File: config.mk
export PLATFORM = sky130hd
export DESIGN_NAME = lspc_timer
export DESIGN_NICKNAME = d
export VERILOG_FILES = /design/src/rtl/lspc_timer.sv
export SDC_FILE = /design/constraint.sdc
export NUM_CORES = 1
export LEC_CHECK = 0
export CORE_ASPECT_RATIO = 0.6
export CORE_MARGIN = 3
export CORE_UTILIZATION = 60
export DETAILED_ROUTE_END_ITERATION = 8
export PLACE_DENSITY = 0.81
export SYNTH_ARGS = -nofsm -noshare
export SYNTH_HDL_FRONTEND = slang
export SYNTH_SLANG_ARGS = --single-unit
File: constraint.sdc
create_clock -name CLK -period 4.6 [get_ports CLK]
set_clock_uncertainty 0.15 [all_clocks]
set_input_delay 1.38 -clock CLK [delete_from_list [all_inputs] [get_ports CLK]]
set_output_delay 1.38 -clock CLK [all_outputs]
set_load 0.02 [all_outputs]
File: src/rtl/lspc_timer.sv
// Programmable raster down-counter that raises a short TIMER_IRQ pulse on expiry.
// Optional border-line stall is compiled in when the TIMER_STOP_EN macro is defined.
module lspc_timer #(
    parameter int CNT_WIDTH = 32,
    parameter int PULSE_LEN = 1
) (
    input  logic        CLK,
    input  logic        RESET,
    input  logic        PIXEL_EN,
    input  logic        REG_WR_HI,
    input  logic        REG_WR_LO,
    input  logic        MODE_WR,
    input  logic [15:0] DATA_IN,
    input  logic        VBLANK_START,
    input  logic        LINE_BORDER,
    output logic        TIMER_IRQ,
    output logic        CNT_ZERO
);

    logic [CNT_WIDTH-1:0] reload_reg, reload_next;
    logic [CNT_WIDTH-1:0] cnt_reg, cnt_next;
    logic                 irq_en_reg, reload_wr_reg, reload_vbl_reg, reload_zero_reg;
    logic [2:0]           pulse_cnt_reg, pulse_cnt_next;
    logic                 stall;
    logic                 expiry;

`ifdef TIMER_STOP_EN
    logic stop_en_reg;

    always_ff @(posedge CLK) begin
        if (RESET) begin
            stop_en_reg <= 1'b0;
        end else if (MODE_WR) begin
            stop_en_reg <= DATA_IN[8];
        end
    end

    assign stall = stop_en_reg & LINE_BORDER;
`else
    logic unused_line_border;

    assign unused_line_border = LINE_BORDER;
    assign stall = 1'b0;
`endif

    always_ff @(posedge CLK) begin
        if (RESET) begin
            irq_en_reg      <= 1'b0;
            reload_wr_reg   <= 1'b0;
            reload_vbl_reg  <= 1'b0;
            reload_zero_reg <= 1'b0;
        end else if (MODE_WR) begin
            irq_en_reg      <= DATA_IN[4];
            reload_wr_reg   <= DATA_IN[5];
            reload_vbl_reg  <= DATA_IN[6];
            reload_zero_reg <= DATA_IN[7];
        end
    end

    // reload_next is the value after this cycle's writes, so a same-cycle HI+LO load sees both halves.
    always_comb begin
        reload_next = reload_reg;
        if (REG_WR_HI) begin
            reload_next[CNT_WIDTH-1:16] = DATA_IN[CNT_WIDTH-17:0];
        end
        if (REG_WR_LO) begin
            reload_next[15:0] = DATA_IN;
        end
    end

    assign CNT_ZERO = (cnt_reg == '0);

    // Loads take priority over ticking and swallow any expiry in the same cycle.
    always_comb begin
        cnt_next = cnt_reg;
        expiry   = 1'b0;
        if (REG_WR_LO && reload_wr_reg) begin
            cnt_next = reload_next;
        end else if (VBLANK_START && reload_vbl_reg) begin
            cnt_next = reload_reg;
        end else if (PIXEL_EN && !stall) begin
            if (CNT_ZERO) begin
                expiry   = 1'b1;
                cnt_next = reload_zero_reg ? reload_reg : '1;
            end else begin
                cnt_next = cnt_reg - 1'b1;
            end
        end
    end

    // A fresh expiry restarts the pulse length, so back-to-back expiries keep TIMER_IRQ high.
    always_comb begin
        pulse_cnt_next = pulse_cnt_reg;
        if (expiry && irq_en_reg) begin
            pulse_cnt_next = 3'(PULSE_LEN);
        end else if (pulse_cnt_reg != 3'd0) begin
            pulse_cnt_next = pulse_cnt_reg - 3'd1;
        end
    end

    always_ff @(posedge CLK) begin
        if (RESET) begin
            reload_reg    <= '0;
            cnt_reg       <= '0;
            pulse_cnt_reg <= 3'd0;
        end else begin
            reload_reg    <= reload_next;
            cnt_reg       <= cnt_next;
            pulse_cnt_reg <= pulse_cnt_next;
        end
    end

    assign TIMER_IRQ = (pulse_cnt_reg != 3'd0);

endmodule
Word-level counts from Yosys, hierarchy flattened. Index checks and enable logic that the tools add are counted.

Bits of input ports: 24. Register bits: 71.

Muxes and demuxes: 13. Add/subtract/negate cells: 2. Reductions and logical operators: 8.

Operators with widths (count): two-way mux 32 bit (5); logical NOT 32 bit (1); two-way mux 16 bit (2); subtractor 32 x 1 -> 32 bit (second input constant) (1); two-way mux 1 bit (6); nonzero test 3 bit (2); logical AND 1 bit (3); subtractor 3 x 1 -> 3 bit (second input constant) (1); nonzero test 2 bit (1); OR reduction 2 bit (1).

Longest topological paths before layout. Gate-level depths: netlist (run 1).

Word-level depth: 7. Gate-level depth with buffers: 9. Gate-level depth less buffers: 8.

Least setup slack after synthesis (run 1). Ideal clock, no wire load.

Kind: input-to-reg. Start point: input REG_WR_LO. End point: register cnt_reg[20]. Setup time: 0.075 ns. Stages on the path: 7. Setup slack: 1.692 ns. Arrival time: 2.683 ns. Path through: buf_2 nand2_1 nand2_1 nor2_1 dlygate4sd1_1 a21oi_1 o22ai_1.

Cells in the longest elaborated chain, start to end: 2.

RTL lines: start, declared (RTL line 11) `input logic REG_WR_LO,`; logical AND 1 bit (*) (RTL line 77) `if (REG_WR_LO && reload_wr_reg) begin`; nonzero test 3 bit (no line) / two-way mux 32 bit (equally long branches); end signal, assigned (RTL line 108) `cnt_reg <= cnt_next;`; end, declared (RTL line 21) `logic [CNT_WIDTH-1:0] cnt_reg, cnt_next;`.

Every way passes the cells marked *; elsewhere a longest branch is shown, timed or not. A chain may end at the register's enable or synchronous reset.

Final worst setup path (run 1).
Start point: register cnt_reg[12]. End point: output CNT_ZERO.

Cells in the longest elaborated chain, start to end: 1.

RTL lines: logical NOT 32 bit (RTL line 71) `assign CNT_ZERO = (cnt_reg == '0);`; end, declared (RTL line 17) `output logic CNT_ZERO`.

No other way between the ends.

==> results of run 1 <==
==> per-layer routing <==
layer | vias to the layer above | GRT usage (%) | routed length, um
li1 | 1712 | - | -
met4 | 0 | 8.772 | 114
met2 | 224 | 41.42 | 4713
met5 | - | 0 | 0
met1 | 1729 | 46.87 | 5526
met3 | 11 | 8.860 | 1175
==> where the power goes <==
group / internal, mW / switching (mW)
logic: 0.203 / 0.274
clock network: 0.249 / 0.227
registers: 0.674 / 0.0733
total: 1.13 / 0.575
==> through the flow <==
stage | setup WS (ps) | power (mW) | std cells | cell area, um^2 | hold slack (ps)
2_1_floorplan | 1692 | 1.101 | 452 | 3985 | 302.1
3_3_place_gp | 947.6 | 1.211 | 542 | 4220 | 318.7
3_5_place_dp | 930.8 | 1.222 | 542 | 4220 | 329.7
4_1_cts | 613.2 | 1.696 | 556 | 4403 | 346.2
5_1_grt | 449.3 | 1.787 | 556 | 4403 | 378.8
6_report | 590.2 | 1.701 | 556 | 4403 | 347.4
==> final timing paths <==
| kind | from | to | slack [ps] | depth (start not counted) |
|---|---|---|---|---|
| max | cnt_reg[12] | CNT_ZERO | 590 | 4 |
| min | irq_en_reg | irq_en_reg | 350 | 2 |
| min reg2reg | irq_en_reg | irq_en_reg | 350 | 2 |
| max reg2reg | cnt_reg[2] | cnt_reg[13] | 1790 | 7 |
==> worst max-delay path: stages (launching register included) <==
cell and delay (ps):
dfxtp_1 410, nor3_4 410, nand3b_2 230, nor3_4 390, clkdlybuf4s50_1 680
==> placed cells by master (no fill, tap or decap), types with 4 or more instances in the layout <==
cell,instances
and4_1,4
o21ai_1,5
clkdlybuf4s50_1,23
nor2_1,76
o221ai_1,23
clkbuf_8,13
mux2i_1,37
xnor2_1,17
o21ai_0,15
nand2_1,13
a211oi_1,21
a21oi_1,28
ha_1,4
dfxtp_1,71
nand4_1,12
nor3_1,16
xor2_1,4
buf_4,13
inv_1,8
nand3_1,9
==> final cells by class <==
type,count,share of cell area [%]
multi-input combinational,342,52.94
sequential,71,32.28
timing repair buffer,37,7.559
clock buffer,14,4.149
tap,84,2.387
inverter,8,0.6820
==> logic make-up (layout without fill, tap and decap cells) <==
logic type / count (synthesis) / in the layout / share of synthesized area (%)
and+or+nand+nor: 164 / 164 / 23.08
muxes: 37 / 37 / 9.294
adders and majority gates: 4 / 4 / 1.256
AOI/OAI and AO/OA: 115 / 115 / 19.84
buffers and inverters: 39 / 59 / 5.840
DFF: 71 / 71 / 35.67
xor gates and xnor gates: 22 / 22 / 5.023
==> results.md, run 1 <==
* Filler cell count at approximately 530
* Ports at 26
* Top cell type's share of synthesized area at approximately 36%
* Synth async-reset ratio at 0%
* PwrDens at a little under 400 nW/um^2
* Count of warnings emitted by yosys at 0
* Final Setup Violations at 0
* CTS resizes at 0
* Post-synthesis register bit count at 71
* Post-Synthesis Cells at 452
* N_diodes at 0
* Lkg Pwr at 1.657 nW
* Netlist Area Pre-Place at 3985 um^2
* CP required at between 3000 and 4000 ps
* Initial core utilization at 63.50%
* Final GP Congestion at around 0.96
* Number of distinct library cells after synthesis at 63
* Sequential area share after synthesis at 35.67%
* 1st-pass router iterations at 5
* Hold-fix buffers at CTS at 0
* RSZ-0062 raised after global routing: false
* Worst Hold Class: reg2reg
* Final core occ at between 70% and 80%
* Kind of end point of the critical path: primary output
* Post-synthesis net count at between 400 and 500
* Worst Tran Pin Value at around 800 ps
* Area of the multi-input gates at approximately 2300 um^2
* Leading area contributor after synthesis: dfxtp_1
* Htree depth at 3
* Post-synth EDFFs at 0
* Fmax at between 0.2 and 0.25 GHz
* CTS max path bufs at 2
* Max-cap viol count at 0
* Max IR drop VDD at 259.8 uV
* Ranking of synthesized cells by area: dfxtp_1 36%, mux2i_1 9.3%, nor2_1 7.2%
* Cts bufs inserted at 9
* Clock Pin Slew Worst Setup and Hold Paths at roughly 70 ps
* Syn_area_per_cell at roughly 8.8 um^2
* # DRC at 0
* Num rows at 22
* I/O Buffers at 24
* Die height at about 69 um
* Startpoint Class: flip-flop
* Register area at approximately 1400 um^2
* Most frequent cell after synthesis: nor2_1
* Largest net degree at the start of global routing at 31
* CORE AREA at between 6000 and 7000 um^2
* Most frequent cells after synthesis: 76 x nor2_1, 71 x dfxtp_1, 37 x mux2i_1
* Global route overflow at 0
* Slew margin rel. at ~47%
* Period utilization at about 87%
* Sink Count at 71
* Layout cell share with drive strength beyond 1 at 10.17%
* Setup TNS at 0 ps
* CP max FO at 8
* Final WL at around 12000 um
* Final nets at 497
* GRT Resource Usage Total at about 31%
* Root Buffer: clkbuf_8
* Initial antenna violation count at 0
* Post-route ant nets at 0
* Drt initial violations at approximately 490
* Status: finished clean
* Die Width at 111.2 um
* HPWL Detailed at ~8000 um
* Die ar. at a little under 8000 um^2
* Via count at 3676
* Area Overhead vs Synth at 10.49%
* Vias/cell at ~6.6
* Vias in the first global route at around 3400
* Skew-Pair Late Insertion Delay at about 360 ps
* Critical path class: reg2out
* DR WL/cell at approximately 21 um
* Post-CTS Setup Inserts at 0
* Tmin final at about 4000 ps
* Data arrival time of the worst path at approximately 2500 ps
* Final Max Tran Viols at 0
* Ys flop type: dfxtp_1
* CTS tree: built
* Fin. Hold Viols at 0
* First-pass GRT wire length at 18550 um
Note: power is estimated with default switching activity, not from simulation.
==> run 2: changes to the inputs <==
CAP_MARGIN = 20   (was default)
==> results of run 2 <==
The final DEF is identical to that of run 1; final timing and power are the same.
